==> src/rtl/trace_uart_tx_if.sv <==
// Trace peek bundle carried from the CPU debug outputs into the
// trace transmitter.
interface trace_uart_tx_if;
   logic        enable;
   logic [1:0]  step;
   logic [15:0] pc_peek;
   logic [15:0] r1_peek;

   modport master (
      output enable,
      output step,
      output pc_peek,
      output r1_peek
   );

   modport slave (
      input enable,
      input step,
      input pc_peek,
      input r1_peek
   );
endinterface

==> src/rtl/trace_uart_tx.sv <==
// Execution-trace transmitter: captures one {pc, r1} record per
// instruction and ships it as a 5-byte 8N1 UART frame.
module trace_uart_tx #(
   parameter int CLOCK_DIV  = 16,
   parameter int FIFO_DEPTH = 8
) (
   input  logic                         clock_input,
   input  logic                         reset,
   trace_uart_tx_if.slave               trc,
   output logic                         tx,
   output logic                         busy,
   output logic                         overflow,
   output logic [7:0]                   dropped_count,
   output logic [$clog2(FIFO_DEPTH):0]  fifo_level
);

   localparam int AW = $clog2(FIFO_DEPTH);
   localparam int LW = AW + 1;
   localparam logic [15:0]   BAUD_RELOAD = 16'(CLOCK_DIV - 1);
   localparam logic [LW-1:0] FULL_LVL    = LW'(FIFO_DEPTH);
   localparam logic [7:0]    SYNC_BYTE   = 8'hA5;

   typedef enum logic [1:0] {
      IDLE,
      START,
      DATA,
      STOP
   } state_e;

   logic [1:0]    step_prev_q;
   logic          capture;

   logic [31:0]   mem_q [FIFO_DEPTH];
   logic [AW-1:0] wr_ptr_q;
   logic [AW-1:0] rd_ptr_q;
   logic [LW-1:0] level_q;
   logic [LW-1:0] level_d;
   logic          fifo_empty;
   logic          fifo_full;
   logic          push;
   logic          pop;
   logic          drop;

   logic          overflow_q;
   logic          overflow_d;
   logic [7:0]    drop_q;
   logic [7:0]    drop_d;

   state_e        state_q;
   state_e        state_d;
   logic [15:0]   baud_q;
   logic [15:0]   baud_d;
   logic [2:0]    bit_q;
   logic [2:0]    bit_d;
   logic [2:0]    bit_nxt;
   logic [2:0]    byte_q;
   logic [2:0]    byte_d;
   logic [31:0]   frame_q;
   logic [31:0]   frame_d;
   logic          tx_q;
   logic          tx_d;
   logic [7:0]    cur_byte;
   logic          baud_tick;

   // A capture marks the entry into step 1, so each instruction
   // contributes exactly one record.
   assign capture = trc.enable
                 && (trc.step == 2'h1)
                 && (step_prev_q == 2'h0);

   assign fifo_empty = (level_q == '0);
   assign fifo_full  = (level_q == FULL_LVL);
   assign push       = capture && (!fifo_full || pop);
   assign drop       = capture && fifo_full && !pop;

   always_comb begin
      level_d = level_q;
      unique case (1'b1)
         push && !pop: level_d = level_q + LW'(1);
         pop && !push: level_d = level_q - LW'(1);
         default:      level_d = level_q;
      endcase
   end

   always_comb begin
      overflow_d = overflow_q;
      drop_d     = drop_q;
      if (drop) begin
         overflow_d = 1'b1;
         if (drop_q != 8'hFF) begin
            drop_d = drop_q + 8'd1;
         end
      end
   end

   always_comb begin
      cur_byte = SYNC_BYTE;
      unique case (byte_q)
         3'd0:    cur_byte = SYNC_BYTE;
         3'd1:    cur_byte = frame_q[31:24];
         3'd2:    cur_byte = frame_q[23:16];
         3'd3:    cur_byte = frame_q[15:8];
         default: cur_byte = frame_q[7:0];
      endcase
   end

   assign baud_tick = (baud_q == 16'd0);
   assign bit_nxt   = bit_q + 3'd1;

   always_comb begin
      state_d = state_q;
      baud_d  = baud_q;
      bit_d   = bit_q;
      byte_d  = byte_q;
      frame_d = frame_q;
      tx_d    = tx_q;
      pop     = 1'b0;
      unique case (state_q)
         IDLE: begin
            tx_d = 1'b1;
            if (!fifo_empty) begin
               pop     = 1'b1;
               frame_d = mem_q[rd_ptr_q];
               byte_d  = 3'd0;
               bit_d   = 3'd0;
               baud_d  = BAUD_RELOAD;
               tx_d    = 1'b0;
               state_d = START;
            end
         end
         START: begin
            if (baud_tick) begin
               baud_d  = BAUD_RELOAD;
               bit_d   = 3'd0;
               tx_d    = cur_byte[0];
               state_d = DATA;
            end else begin
               baud_d = baud_q - 16'd1;
            end
         end
         DATA: begin
            if (baud_tick) begin
               baud_d = BAUD_RELOAD;
               if (bit_q == 3'd7) begin
                  tx_d    = 1'b1;
                  state_d = STOP;
               end else begin
                  bit_d = bit_nxt;
                  tx_d  = cur_byte[bit_nxt];
               end
            end else begin
               baud_d = baud_q - 16'd1;
            end
         end
         STOP: begin
            if (baud_tick) begin
               baud_d = BAUD_RELOAD;
               if (byte_q < 3'd4) begin
                  byte_d  = byte_q + 3'd1;
                  tx_d    = 1'b0;
                  state_d = START;
               end else if (!fifo_empty) begin
                  // Chain straight into the next frame with no idle gap.
                  pop     = 1'b1;
                  frame_d = mem_q[rd_ptr_q];
                  byte_d  = 3'd0;
                  tx_d    = 1'b0;
                  state_d = START;
               end else begin
                  tx_d    = 1'b1;
                  state_d = IDLE;
               end
            end else begin
               baud_d = baud_q - 16'd1;
            end
         end
      endcase
   end

   always_ff @(posedge clock_input) begin
      if (push) begin
         mem_q[wr_ptr_q] <= {trc.pc_peek, trc.r1_peek};
      end
   end

   always_ff @(posedge clock_input or negedge reset) begin
      if (!reset) begin
         step_prev_q <= 2'h0;
         wr_ptr_q    <= '0;
         rd_ptr_q    <= '0;
         level_q     <= '0;
         overflow_q  <= 1'b0;
         drop_q      <= 8'h00;
      end else begin
         step_prev_q <= trc.step;
         level_q     <= level_d;
         overflow_q  <= overflow_d;
         drop_q      <= drop_d;
         if (push) begin
            wr_ptr_q <= wr_ptr_q + AW'(1);
         end
         if (pop) begin
            rd_ptr_q <= rd_ptr_q + AW'(1);
         end
      end
   end

   // Reset abandons any frame in flight and forces the line idle.
   always_ff @(posedge clock_input or negedge reset) begin
      if (!reset) begin
         state_q <= IDLE;
         baud_q  <= 16'd0;
         bit_q   <= 3'd0;
         byte_q  <= 3'd0;
         frame_q <= 32'd0;
         tx_q    <= 1'b1;
      end else begin
         state_q <= state_d;
         baud_q  <= baud_d;
         bit_q   <= bit_d;
         byte_q  <= byte_d;
         frame_q <= frame_d;
         tx_q    <= tx_d;
      end
   end

   assign tx            = tx_q;
   assign busy          = (state_q != IDLE) || !fifo_empty;
   assign overflow      = overflow_q;
   assign dropped_count = drop_q;
   assign fifo_level    = level_q;

endmodule
==> src/flat_wrapper.sv <==
// flat-port wrapper written by rule: the top's interface ports become plain ports
module trace_uart_tx_flat 
#(
   parameter int CLOCK_DIV  = 16,
   parameter int FIFO_DEPTH = 8
)
  (clock_input, reset, tx, busy, overflow, dropped_count, fifo_level, trc_enable, trc_step, trc_pc_peek, trc_r1_peek);
  trace_uart_tx_if trc_i ();
  input  logic clock_input;
  input  logic reset;
  output logic tx;
  output logic busy;
  output logic overflow;
  output logic [7:0] dropped_count;
  output logic [$clog2(FIFO_DEPTH):0] fifo_level;
  input wire logic [$bits(trc_i.enable)-1:0] trc_enable;
  input wire logic [$bits(trc_i.step)-1:0] trc_step;
  input wire logic [$bits(trc_i.pc_peek)-1:0] trc_pc_peek;
  input wire logic [$bits(trc_i.r1_peek)-1:0] trc_r1_peek;
  assign trc_i.enable = trc_enable;
  assign trc_i.step = trc_step;
  assign trc_i.pc_peek = trc_pc_peek;
  assign trc_i.r1_peek = trc_r1_peek;
  trace_uart_tx #(.CLOCK_DIV(CLOCK_DIV), .FIFO_DEPTH(FIFO_DEPTH)) u_core (.clock_input(clock_input), .reset(reset), .trc(trc_i), .tx(tx), .busy(busy), .overflow(overflow), .dropped_count(dropped_count), .fifo_level(fifo_level));
endmodule
==> config.mk <==
export PLATFORM = sky130hd
export DESIGN_NAME = trace_uart_tx_flat
export DESIGN_NICKNAME = d
export VERILOG_FILES = /design/src/rtl/trace_uart_tx_if.sv /design/src/rtl/trace_uart_tx.sv /design/src/flat_wrapper.sv
export SDC_FILE = /design/constraint.sdc
export NUM_CORES = 1
export LEC_CHECK = 0
export BUFFER_PORTS_ARGS = -buffer_cell sky130_fd_sc_hd__buf_2
export CAP_MARGIN = 5
export CELL_PAD_IN_SITES_DETAIL_PLACEMENT = 1
export CELL_PAD_IN_SITES_GLOBAL_PLACEMENT = 1
export CORE_MARGIN = 3
export CORE_UTILIZATION = 45
export CTS_BUF_LIST = sky130_fd_sc_hd__clkbuf_4 sky130_fd_sc_hd__clkbuf_8 sky130_fd_sc_hd__clkbuf_16
export DETAILED_ROUTE_END_ITERATION = 8
export HOLD_SLACK_MARGIN = 0.12
export PLACE_DENSITY = 0.76
export REMOVE_ABC_BUFFERS = 1
export SYNTH_ARGS = -nofsm -noshare
export SYNTH_HDL_FRONTEND = slang
export SYNTH_SLANG_ARGS = --single-unit
==> constraint.sdc <==
create_clock -name clock_input -period 4.4 [get_ports clock_input]
set_input_delay 0.44 -clock clock_input [delete_from_list [all_inputs] [get_ports clock_input]]
set_output_delay 0.44 -clock clock_input [all_outputs]
set_load 0.01 [all_outputs]
**Yosys cells after proc, flatten, opt, wreduce, memory -nomap -nowiden**

Memories as Yosys holds them, arrays and structs flattened.
Cells that the tools add are included.

- Add/sub/neg operators: 8
- $lt $le $gt $ge: 2
- Eq/ne operators: 17
- Mux-type cells: 41
- Reductions and logical operators: 29

Operators by type and width:

| operator | number |
|---|---|
| two-way mux 32 bit | 3 |
| one-hot mux 32 bit (2 select lines) | 1 |
| two-way mux 16 bit | 2 |
| one-hot mux 16 bit (2 select lines) | 1 |
| one-hot mux 8 bit (4 select lines) | 1 |
| two-way mux 3 bit | 7 |
| logical NOT 16 bit | 1 |
| subtractor 16 x 1 -> 16 bit (second input constant) | 1 |
| two-way mux 1 bit | 13 |
| adder 3 x 1 -> 3 bit (second input constant) | 4 |
| two-way mux 2 bit | 6 |
| AND reduction 5 bit | 2 |
| one-hot mux 3 bit (3 select lines) | 1 |
| adder 8 x 1 -> 8 bit (second input constant) | 1 |
| != test 2 x 1 -> 1 bit (second input constant) | 4 |
| != test 8 bit (second input constant) | 1 |
| one-hot mux 2 bit (4 select lines) | 1 |
| one-hot mux 4 bit (2 select lines) | 1 |
| logical AND 1 bit | 7 |
| equality test 3 x 2 -> 1 bit (second input constant) | 2 |
| != test 2 bit (second input constant) | 3 |
| one-hot mux 3 bit (2 select lines) | 1 |
| AND reduction 3 bit | 2 |
| nonzero test 2 bit | 3 |
| other kinds (20) | 28 |

- Register bits after elaboration: 78
- RAM bits: 256
- Input bits: 37
- Word-level logic and storage cells: 110
- Memories kept: 1

Memory list:

| name | depth | bits a word | read ports | clocked after Yosys merged registers in | write ports | line | text |
|---|---|---|---|---|---|---|---|
| u_core.mem_q | 8 | 32 | 1 | 0 | 1 | trace_uart_tx.sv:33 | `logic [31:0] mem_q [FIFO_DEPTH];` |

**Depth between registers and ports, before layout**

Gate-level depths: netlist (run 1).

- Depth after elaboration: 10
- Gate-level depth with buffers: 11
- Mapped depth without buffers: 11

**Worst setup path after synthesis (run 1)**

OpenSTA, ideal clock, no wires.

- Kind: in2reg
- Start: input port u_core.baud_q[0]
- End: memory u_core.mem_q[1][0], enable pin
- Library setup time: 0.461 ns
- Arrival: 4.209 ns
- Data required time: 3.939 ns
- Setup slack: -0.270 ns
- Stages: 9
- Path buffers: 0
- Cell sequence: dfrtp_1 > inv_1 > ha_1 > or4b_1 > nor4_4 > a41oi_4 > nor2_4 > o211ai_1 > nor3_1

- Word-level cells in the longest chain between the ends: 7

RTL lines:

| item | line | text |
|---|---|---|
| from (decl) | trace_uart_tx.sv:51 | `logic [15:0] baud_q;` |
| logical NOT 16 bit | trace_uart_tx.sv:107 | `assign baud_tick = (baud_q == 16'd0);` |
| two-way mux 1 bit | trace_uart_tx.sv:156 | `if (baud_tick) begin` |
| one-hot mux 1 bit (2 select lines) | trace_uart_tx.sv:118 | `unique case (state_q)` |
| logical OR 1 bit | trace_uart_tx.sv:73 | `assign push = capture && (!fifo_full \|\| pop);` |
| logical AND 1 bit | trace_uart_tx.sv:73 |  |
| two-way mux 1 bit | trace_uart_tx.sv:181 | `if (push) begin` |
| two-way mux 1 bit (implied by the code) | trace_uart_tx.sv:182 | `mem_q[wr_ptr_q] <= {trc.pc_peek, trc.r1_peek};` |
| to (decl) | trace_uart_tx.sv:33 |  |

Every way passes these cells.

**Worst setup path after layout (run 1)**

- Start: input port u_core.baud_q[0]
- End: memory u_core.mem_q[4][19], enable pin

Same word-level chain as after synthesis.

==> results.toml, run 1 <==
[die]
start_util_pct = 46.5
num_rows = 62
die_height_um = 180
die_area_sq_um = 32200
core_sq_um = 29200
die_w_um = 180
num_io_pins = 52

[timing]
final-max-slew-violation-count = 0
period_share_pct = 84.9
setup_viol = 0
fin_worst_skew_ns = 0.0179
worstMarginPinSlew_ns = 0.987
final.min_clock_period_ns = 3.74
rsz0062_at_grt = "false"
max_freq_mhz = 268
finalHoldViolations = 0
relSlewSlack_pct = 34.2

[layout]
nets = 896
n_fill_cell = 2681
antenna_cells = 0
layout_commonest_cell = "edfxtp_1"
area_growth_pct = 14.4
mostFrequentLayoutCells = "edfxtp_1, dfrtp_1, mux4_2"
multi_input_area_sq_um = 3780
drive_above_1_share_pct = 26.4
register_area_sq_um = 9650
final_util_pct = 53.2

[synth]
synth_top_area_cell = "edfxtp_1"
syn_area_per_cell_sq_um = 17.6
ys_warn_count = 0
ys_seq_elements = 334
ys_types = 60
ys_top_cells_by_area = "edfxtp_1, dfrtp_1, mux4_2, mux2i_1, nand2_1"
synth_edf_count = 256
async_reset_ff_share_pct = 23.4
synth_top_cell_area_share_pct = 56.7
synthesis.area_sq_um = 13600
postSynthCellCount = 768
synth-main-ff-cell = "edfxtp_1"
yosysSeqAreaShare_pct = 71.1

[power_and_ir_drop]
switching_share_pct = 30.4
p_seq_share_pct = 43.7
p_int_mw = 6.46
ir_drop_mv = 0.346
power_mw = 9.29
switchingPower_mw = 2.83
cellLeakagePower_nw = 5.56
p_clk_share_pct = 30.9
power.density_nw_per_um2 = 599
p_comb_share_pct = 25.4

[clock_tree]
cts-root-buf = "clkbuf_16"
htree_levels = 2
clockBufferDepth = 3
numCtsBuffers = 36
cts.repair.resized = 0
insertion_delay_ns = 0.53
clk_pin_slew_worst_paths_ns = 0.06
cts_tree = "yes"
cts_sinks = 334

[worst_setup_path]
worst-path-buf-inv = 2
critPathLaunchType = "register"
crit_type = "register to register"
cp_max_fo = 18
critical-path-slowest-cell = "nor2_4"
critPathRequiredTime_ns = 4.63
crit_arrival_ns = 3.96
cp_top_family = "simple AND/OR/NAND/NOR gates"
end_kind = "register"
cpMostUsedCell = "nor2_4"
crit_chain = "inv_1, ha_1, or4b_1, nor4_4, a41oi_4, nor2_4, o211ai_1, nor2_4, buf_4"
slowest_delay_ns = 0.70

[detailed_routing]
wire_per_inst_um = 23.1
ant_nets = 0
first_iter_violations = 503
vias = 7084
first_pass_iters = 4
wl_mm = 28.9
via_per_inst = 5.67
remaining_drc_errors = 0

[placed_design]
gp_congestion = 0.735
dp_hpwl_mm = 18.6
io_buffers = 51

[global_route]
grt_util_all_layers_pct = 18.2
grt_overflow_total = 0
grt_first_pass_wirelength_mm = 46.0
grt_pass1_vias = 7783
grt_max_degree = 79
antenna_found_initial = 0

[status]
status = "complete, no violations"

[run]
cap_violations = 0

[hold_path]
min_path_type = "input port to asynchronous set/reset pin"
## synthesized netlist by cell type, drive strengths merged (4+ instances only)
cell,count
clkbuf,21
edfxtp,256
ha,17
o21ai,46
o211ai,6
mux4,65
nand2,61
mux2i,33
a22oi,6
xor2,14
a22o,5
a21oi,16
nor3,11
dfrtp,77
mux2,9
xnor2,13
or2,4
inv,10
nor4,7
nor2,29
and3,4
nand3,6
buf,14
## path summary, 6_finish.rpt
| path | start | cells after the start | to | slack (ns) |
|---|---|---|---|---|
| max | u_core.baud_q[0] | 9 | u_core.mem_q[4][19] | 0.66 |
| min | reset | 1 | u_core.dropped_count[6] | 0.1 |
| max reg2reg | u_core.baud_q[0] | 9 | u_core.mem_q[4][19] | 0.66 |
| min reg2reg | u_core.overflow | 1 | u_core.overflow | 0.47 |
| max in group asynchronous | reset | 1 | u_core.rd_ptr_q[0] | 3.58 |
| min in group clock_input | trc_r1_peek[9] | 1 | u_core.mem_q[2][9] | 0.19 |
## repair_timing
item	CTS	global route
hold buffers	2	0
buffers inserted	0	0
hold endpoints to repair	2	0
## power by group through the flow
stage / Sequential [mW] / Combinational (mW) / Clock [mW]
floorplan: 4.17 / 1.62 / 0
global placement: 4.11 / 2.30 / 0
detailed placement: 4.13 / 2.40 / 0
CTS: 4.07 / 2.41 / 2.94
global route: 4.12 / 2.62 / 3.07
finish: 4.06 / 2.36 / 2.87
## final cells by class
class | instances | share of cell area (%)
well taps | 384 | 3.10
clock inverters | 12 | 0.726
flip-flops and latches | 334 | 62.2
clock buffers | 49 | 6.59
repair buffers | 71 | 2.74
multi-input cells | 389 | 24.4
inverters | 10 | 0.242
## sequential cells by signal, summed over array words and instances, names as in the netlist, 3 cells and up
name / count
u_core.baud_q: 16
u_core.bit_q: 3
u_core.byte_q: 3
u_core.dropped_count: 8
u_core.fifo_level: 4
u_core.frame_q: 32
u_core.mem_q: 256
u_core.rd_ptr_q: 3
u_core.wr_ptr_q: 3
## cells by family after synthesis
group                    share of synthesized area (%)
AO/OA/AOI/OAI                                     4.95
flip-flops                                        71.1
adder cells (fa/ha/maj)                           1.57
multiplexers                                      14.1
AND/OR/NAND/NOR                                   5.18
XOR/XNOR                                          1.74
buffers and inverters                             1.36
## layer usage
| metal | vias up | global-route usage (%) | share of wire [%] |
|---|---|---|---|
| li1 | 3159 | - | - |
| met1 | 3723 | 24.5 | 43 |
| met2 | 162 | 31.4 | 51 |
| met3 | 40 | 2.81 | 4.3 |
| met4 | 0 | 4.49 | 1.9 |
| met5 | - | 0 | 0 |
## metrics by stage
step | setup WS, ns | setup TNS [ns] | std cells | hold slack, ns | area (sq um)
6_report | 0.664 | 0 | 1249 | 0.0988 | 15500
2_1_floorplan | -0.278 | -17.73 | 733 | 0.144 | 13400
3_5_place_dp | 0.679 | 0 | 1186 | 0.461 | 14400
5_1_grt | 0.421 | 0 | 1249 | 0.184 | 15500
3_3_place_gp | 0.838 | 0 | 1186 | 0.438 | 14400
4_1_cts | 0.617 | 0 | 1249 | 0.128 | 15500
No activity file was read; power rests on OpenSTA's default activity.
==> inputs of run 2 (changes only) <==
ABC_AREA = 1   (was not set)
PLACE_DENSITY = 0.77   (was 0.76)
clock period = 3.8 ns   (was 4.4 ns; I/O delays follow)
==> results.toml, run 2 <==
[die]
num_rows = 64
num_io_pins = 52
start_util_pct = 46.0
die_w_um = 183
die_area_sq_um = 33700
core_sq_um = 30800
die_height_um = 183

[timing]
relSlewSlack_pct = 40.0
final-max-slew-violation-count = 0
setup_viol = 0
finalHoldViolations = 0
final.min_clock_period_ns = 2.86
rsz0062_at_grt = "false"
max_freq_mhz = 349
period_share_pct = 75.4
worstMarginPinSlew_ns = 0.899
fin_worst_skew_ns = 0.0125
fin_tns_setup_ns = 0
timing.hold.ws_ns = 0.136

[placed_design]
gp_congestion = 0.760
dp_hpwl_mm = 19.7
io_buffers = 51
dp_cells = 1619

[worst_setup_path]
end_kind = "register"
regToRegStartpoint = "u_core.baud_q[0]"
crit_arrival_ns = 3.07
critPathRequiredTime_ns = 4.01
cp_max_fo = 27
critPathLaunchType = "register"
startpoint = "u_core.baud_q[0]"
crit_type = "register to register"

[synth]
synthesis.area_sq_um = 14200
synth_most_common_cell = "edfxtp_1"
ys_seq_elements = 334
synth_top_cell_area_share_pct = 54.2
synth_edf_count = 256
ys_types = 36
synth_top_area_cell = "edfxtp_1"
ys_top_cells_by_count = "edfxtp_1, nand2_1, o21ai_0"
synth-main-ff-cell = "edfxtp_1"
ys_warn_count = 0
postSynthCellCount = 1207
yosysSeqAreaShare_pct = 68.0
ys_top_cells_by_area = "edfxtp_1, dfrtp_1, o21ai_0, mux2i_1, nand2_1"
async_reset_ff_share_pct = 23.4
syn_area_per_cell_sq_um = 11.7

[global_route]
grt_first_pass_wirelength_mm = 53.0
grt_max_degree = 66
grt_pass1_vias = 9879
grt_util_all_layers_pct = 19.9
antenna_found_initial = 1
grt_overflow_total = 0

[status]
status = "complete, no violations"

[layout]
stdcell_count = 1696
drive_above_1_share_pct = 12.8
final_util_pct = 52.6
layout_commonest_cell = "edfxtp_1"
mostFrequentLayoutCells = "edfxtp_1, nand2_1, o21ai_0"
biggestRegsByFlops = "u_core.mem_q: 256 flops, u_core.frame_q: 32 flops, u_core.baud_q: 16 flops"
antenna_cells = 0
area_growth_pct = 14.4
largest_reg_flops = 256
nets = 1325
regMostFlops = "u_core.mem_q"
n_fill_cell = 3225

[clock_tree]
clockBufferDepth = 3
clk_pin_slew_worst_paths_ns = 0.06
numCtsBuffers = 37
insertion_delay_ns = 0.52
cts_setup_buffers = 0
cts-root-buf = "clkbuf_16"
cts.repair.resized = 0
cts_sinks = 334
cts_tree = "yes"
cts_hold_buffers = 9
htree_levels = 2

[detailed_routing]
first_pass_iters = 4
via_per_inst = 5.38
wire_per_inst_um = 19.6
vias = 9128
wl_mm = 33.2
ant_nets = 0
first_iter_violations = 660
remaining_drc_errors = 0

[run]
cap_violations = 0

[power_and_ir_drop]
cellLeakagePower_nw = 6.77
power.density_nw_per_um2 = 492
ir_drop_mv = 0.390

[hold_path]
holdCritStartpoint = "trc_r1_peek[13]"
min_path_type = "input port to register"
==> run 2: cell types whose count changed after synthesis, moves of 40 or more <==
cell	change
inv_1	+121
nand2_1	+106
o21ai_0	+100
mux4_2	-65
a21oi_1	+55
nor2_1	+52
nand3_1	+40
==> run 2: logic make-up (layout without fill, tap and decap cells) <==
| family | count (synthesis) | count (layout) | share of synthesized area, % |
|---|---|---|---|
| compound gates | 254 | 254 | 9.42 |
| xor+xnor | 18 | 18 | 1.11 |
| fa+ha+maj | 17 | 17 | 1.50 |
| buf+inv | 185 | 278 | 5.31 |
| flops | 334 | 334 | 68.0 |
| mux | 64 | 64 | 4.52 |
| simple gates | 335 | 335 | 10.1 |
==> run 2: cell type report <==
| cell class | count | area [sq um] | area share [%] |
|---|---|---|---|
| Clock buffer | 54 | 1100 | 6.76 |
| Sequential cell | 334 | 9650 | 59.5 |
| Tap cell | 396 | 495 | 3.06 |
| Clock inverter | 14 | 135 | 0.833 |
| Timing Repair Buffer | 78 | 520 | 3.21 |
| Inverter | 132 | 495 | 3.06 |
| Multi-Input combinational cell | 688 | 3830 | 23.6 |
==> run 2: report_power, final <==
group / switching, mW / total [mW] / internal [mW] / leakage (nW)
combinational: 0.238 / 0.352 / 0.113 / 2.94
clock: 1.43 / 3.53 / 2.10 / 0.603
sequential: 0.0811 / 4.10 / 4.01 / 3.23
total: 1.75 / 7.98 / 6.22 / 6.77
==> run 2: worst paths after layout <==
| kind | cells past startpoint | slack [ns] | end |
|---|---|---|---|
| min in group asynchronous | 2 | 0.50 | u_core.baud_q[9] |
| max in group asynchronous | 3 | 2.45 | u_core.frame_q[11] |
| worst max register to register | 13 | 0.94 | u_core.mem_q[0][11] |
| worst max-delay path | 13 | 0.94 | u_core.mem_q[0][11] |
| worst min register to register | 2 | 0.48 | u_core.overflow |
| worst min-delay path | 1 | 0.14 | u_core.mem_q[7][13] |
==> run 2: worst max-delay path, cell delays in order (launching register included) <==
cell	delay, ns
dfrtp_1	0.39
inv_1	0.10
ha_1	0.19
nand2_1	0.09
inv_2	0.07
nand2_1	0.06
nor2_2	0.15
nand3_1	0.11
nand2_2	0.12
nand2_4	0.08
nand2_2	0.09
nand2_2	0.18
nor3_2	0.59
buf_12	0.31
==> run 2: per-stage QoR <==
| step | power, mW | setup WS [ns] | area, sq um |
|---|---|---|---|
| detailed placement | 4.51 | 0.923 | 14900 |
| finish | 7.98 | 0.936 | 16200 |
| global route | 8.27 | 0.723 | 16200 |
| floorplan | 4.32 | -1.16 | 13900 |
| global placement | 4.48 | 1.06 | 14900 |
| CTS | 8.06 | 0.917 | 16200 |
==> run 2: layer usage <==
| layer | GRT usage, % | up-vias | wire (um) |
|---|---|---|---|
| met5 | 0 | - | 12 |
| met2 | 35.6 | 160 | 17000 |
| met1 | 25.5 | 4575 | 14300 |
| li1 | - | 4328 | - |
| met4 | 5.09 | 2 | 688 |
| met3 | 2.91 | 63 | 1210 |
==> inputs of run 3 (changes only) <==
PLACE_DENSITY = 0.8   (was 0.77)
clock period = 2.33 ns   (was 3.8 ns; I/O delays follow)
==> results.toml, run 3 (synthesis gave the netlist of run 2 again) <==
[timing]
relSlewSlack_pct = 58.5
worstMarginPinSlew_ns = 0.615
rsz0062_at_grt = "true"
layout_setup_ws_ns = -0.177
final-max-slew-violation-count = 0
fin_worst_skew_ns = 0.0352
final.min_clock_period_ns = 2.51
finalHoldViolations = 0
max_freq_mhz = 399
setup_viol = 196
period_share_pct = 108
timing.hold.ws_ns = 0.263

[power_and_ir_drop]
p_comb_share_pct = 6.4
switchingPower_mw = 3.07
power_mw = 13.3
switching_share_pct = 23.1
power.density_nw_per_um2 = 744
p_clk_share_pct = 43.3
p_int_mw = 10.2
cellLeakagePower_nw = 7.57
p_seq_share_pct = 50.3
ir_drop_mv = 0.706

[die]
start_util_pct = 46.0
die_w_um = 183
die_area_sq_um = 33700
num_rows = 64
num_io_pins = 52
core_sq_um = 30800
die_height_um = 183

[worst_setup_path]
rr_worst_depth = 15
regToRegStartpoint = "u_core.baud_q[1]"
end_kind = "register"
r2r-end = "u_core.mem_q[5][28]"
critical-path-slowest-cell = "dfrtp_1"
startpoint = "u_core.baud_q[1]"
cp_top_family = "simple AND/OR/NAND/NOR gates"
slowest_delay_ns = 0.40
reg2reg_slack_ns = -0.18
worst-path-buf-inv = 5
crit_arrival_ns = 2.76
critPathRequiredTime_ns = 2.58
cp_max_fo = 6
crit_chain = "inv_2, ha_4, nand2_4, inv_2, nand2_2, nor2_4, nand3_2, nand2_2, nand2_4, nand2_8, nand2_8, buf_6, nor4_4, buf_6, clkbuf_16"
critPathLaunchType = "register"
crit_cells = 15
crit_type = "register to register"
cp-endpoint = "u_core.mem_q[5][28]"

[clock_tree]
clockBufferDepth = 3
clk_pin_slew_worst_paths_ns = 0.07
cts_tree = "yes"
cts-root-buf = "clkbuf_16"
htree_levels = 2
numCtsBuffers = 37
cts_sinks = 334
insertion_delay_ns = 0.54

[layout]
mostFrequentLayoutCells = "edfxtp_1, nand2_1, o21ai_0"
nets = 1451
drive_above_1_share_pct = 19.8
area_growth_pct = 26.4
stdcell_count = 1819
largest_reg_flops = 256
antenna_cells = 0
multi_input_area_sq_um = 4000
regMostFlops = "u_core.mem_q"
n_fill_cell = 3133
register_area_sq_um = 9650
layout_commonest_cell = "edfxtp_1"
biggestRegsByFlops = "u_core.mem_q: 256 flops, u_core.frame_q: 32 flops, u_core.baud_q: 16 flops"

[global_route]
grt_pass1_vias = 10600
grt_first_pass_wirelength_mm = 60.5
grt_overflow_total = 0
antenna_found_initial = 0
grt_max_degree = 81
grt_util_all_layers_pct = 23.5

[detailed_routing]
ant_nets = 0
remaining_drc_errors = 0
via_per_inst = 5.68
vias = 10300
first_pass_iters = 4
wire_per_inst_um = 24.2
first_iter_violations = 849
wl_mm = 44.1

[status]
status = "finished, violations left"
violations = "negative setup slack"

[hold_path]
min_path_type = "input port to asynchronous set/reset pin"

[run]
cap_violations = 0

[placed_design]
io_buffers = 51
dp_cells = 1657
gp_congestion = 0.859
dp_hpwl_mm = 24.5
-- run 3: cell types whose count changed in the layout (fill, tap and decap cells not counted), sizes merged --
cell | previous run | this run
clkinv | 8 | 12
buf | 69 | 157
dlygate4sd3 | 9 | 35
clkbuf | 54 | 61
bufinv | 1 | 3
inv | 132 | 133
clkinvlp | 5 | 0
-- run 3: worst min-delay path by stage --
| stage | startpoint | endpoint | slack [ns] |
|---|---|---|---|
| after global routing | reset | u_core.wr_ptr_q[0] | 0.28 |
| final | reset | u_core.wr_ptr_q[0] | 0.26 |
| after global placement | reset | u_core.baud_q[5] | 0.25 |
| after CTS | reset | u_core.wr_ptr_q[0] | 0.25 |
| after detailed placement | reset | u_core.baud_q[5] | 0.26 |
| after floorplan | reset | u_core.baud_q[0] | -0.06 |
-- run 3: power by group through the flow --
| stage | logic [mW] | registers [mW] | clock network [mW] |
|---|---|---|---|
| global placement | 0.608 | 6.77 | 0 |
| finish | 0.850 | 6.70 | 5.77 |
| global route | 0.915 | 6.71 | 6.11 |
| CTS | 0.767 | 6.67 | 5.80 |
| floorplan | 0.259 | 6.79 | 0 |
| detailed placement | 0.660 | 6.79 | 0 |
-- run 3: repair_timing --
item | CTS | global route
hold endpoints to repair | 310 | 0
resized for setup | 29 | 60
cloned | 4 | 17
endpoints found under the setup margin | 256 | 275
buffers inserted | 25 | 20
hold buffers | 35 | 0
pin swaps | 6 | 19
-- run 3: area by class of cell --
type,count,share of cell area (%)
Sequential cell,334,53.9
Multi-Input combinational cell,688,22.4
Timing Repair Buffer,204,11.7
Clock buffer,49,5.67
Inverter,132,2.77
Tap cell,396,2.77
Clock inverter,16,0.880
-- run 3: per-stage QoR --
step | area (sq um) | util, % | worst slack, ns | TNS (ns)
6_report | 17900 | 58.1 | -0.177 | -10.63
2_1_floorplan | 13900 | - | -2.63 | -639.95
5_1_grt | 17900 | 58.1 | -0.229 | -26.74
3_3_place_gp | 15300 | 49.5 | -0.0952 | -8.50
4_1_cts | 17200 | 55.8 | 0.00396 | 0
3_5_place_dp | 15300 | 49.5 | -0.194 | -31.09
-- run 3: worst register-to-register path, delay by kind of cell, from the launching register on --
kind,cells,cell delay (ns)
buf+inv,5,0.72
flops,1,0.40
simple gates,9,0.99
fa+ha+maj,1,0.15
-- run 3: routing by layer --
| metal | GRT usage (%) | vias to the layer above | share of wire (%) | wire [um] |
|---|---|---|---|---|
| met2 | 40.7 | 388 | 51 | 22600 |
| met4 | 6.34 | 0 | 2.9 | 1260 |
| met5 | 0 | - | 0 | 0 |
| li1 | - | 4592 | - | - |
| met1 | 30.4 | 5255 | 40 | 17700 |
| met3 | 4.49 | 92 | 5.9 | 2620 |
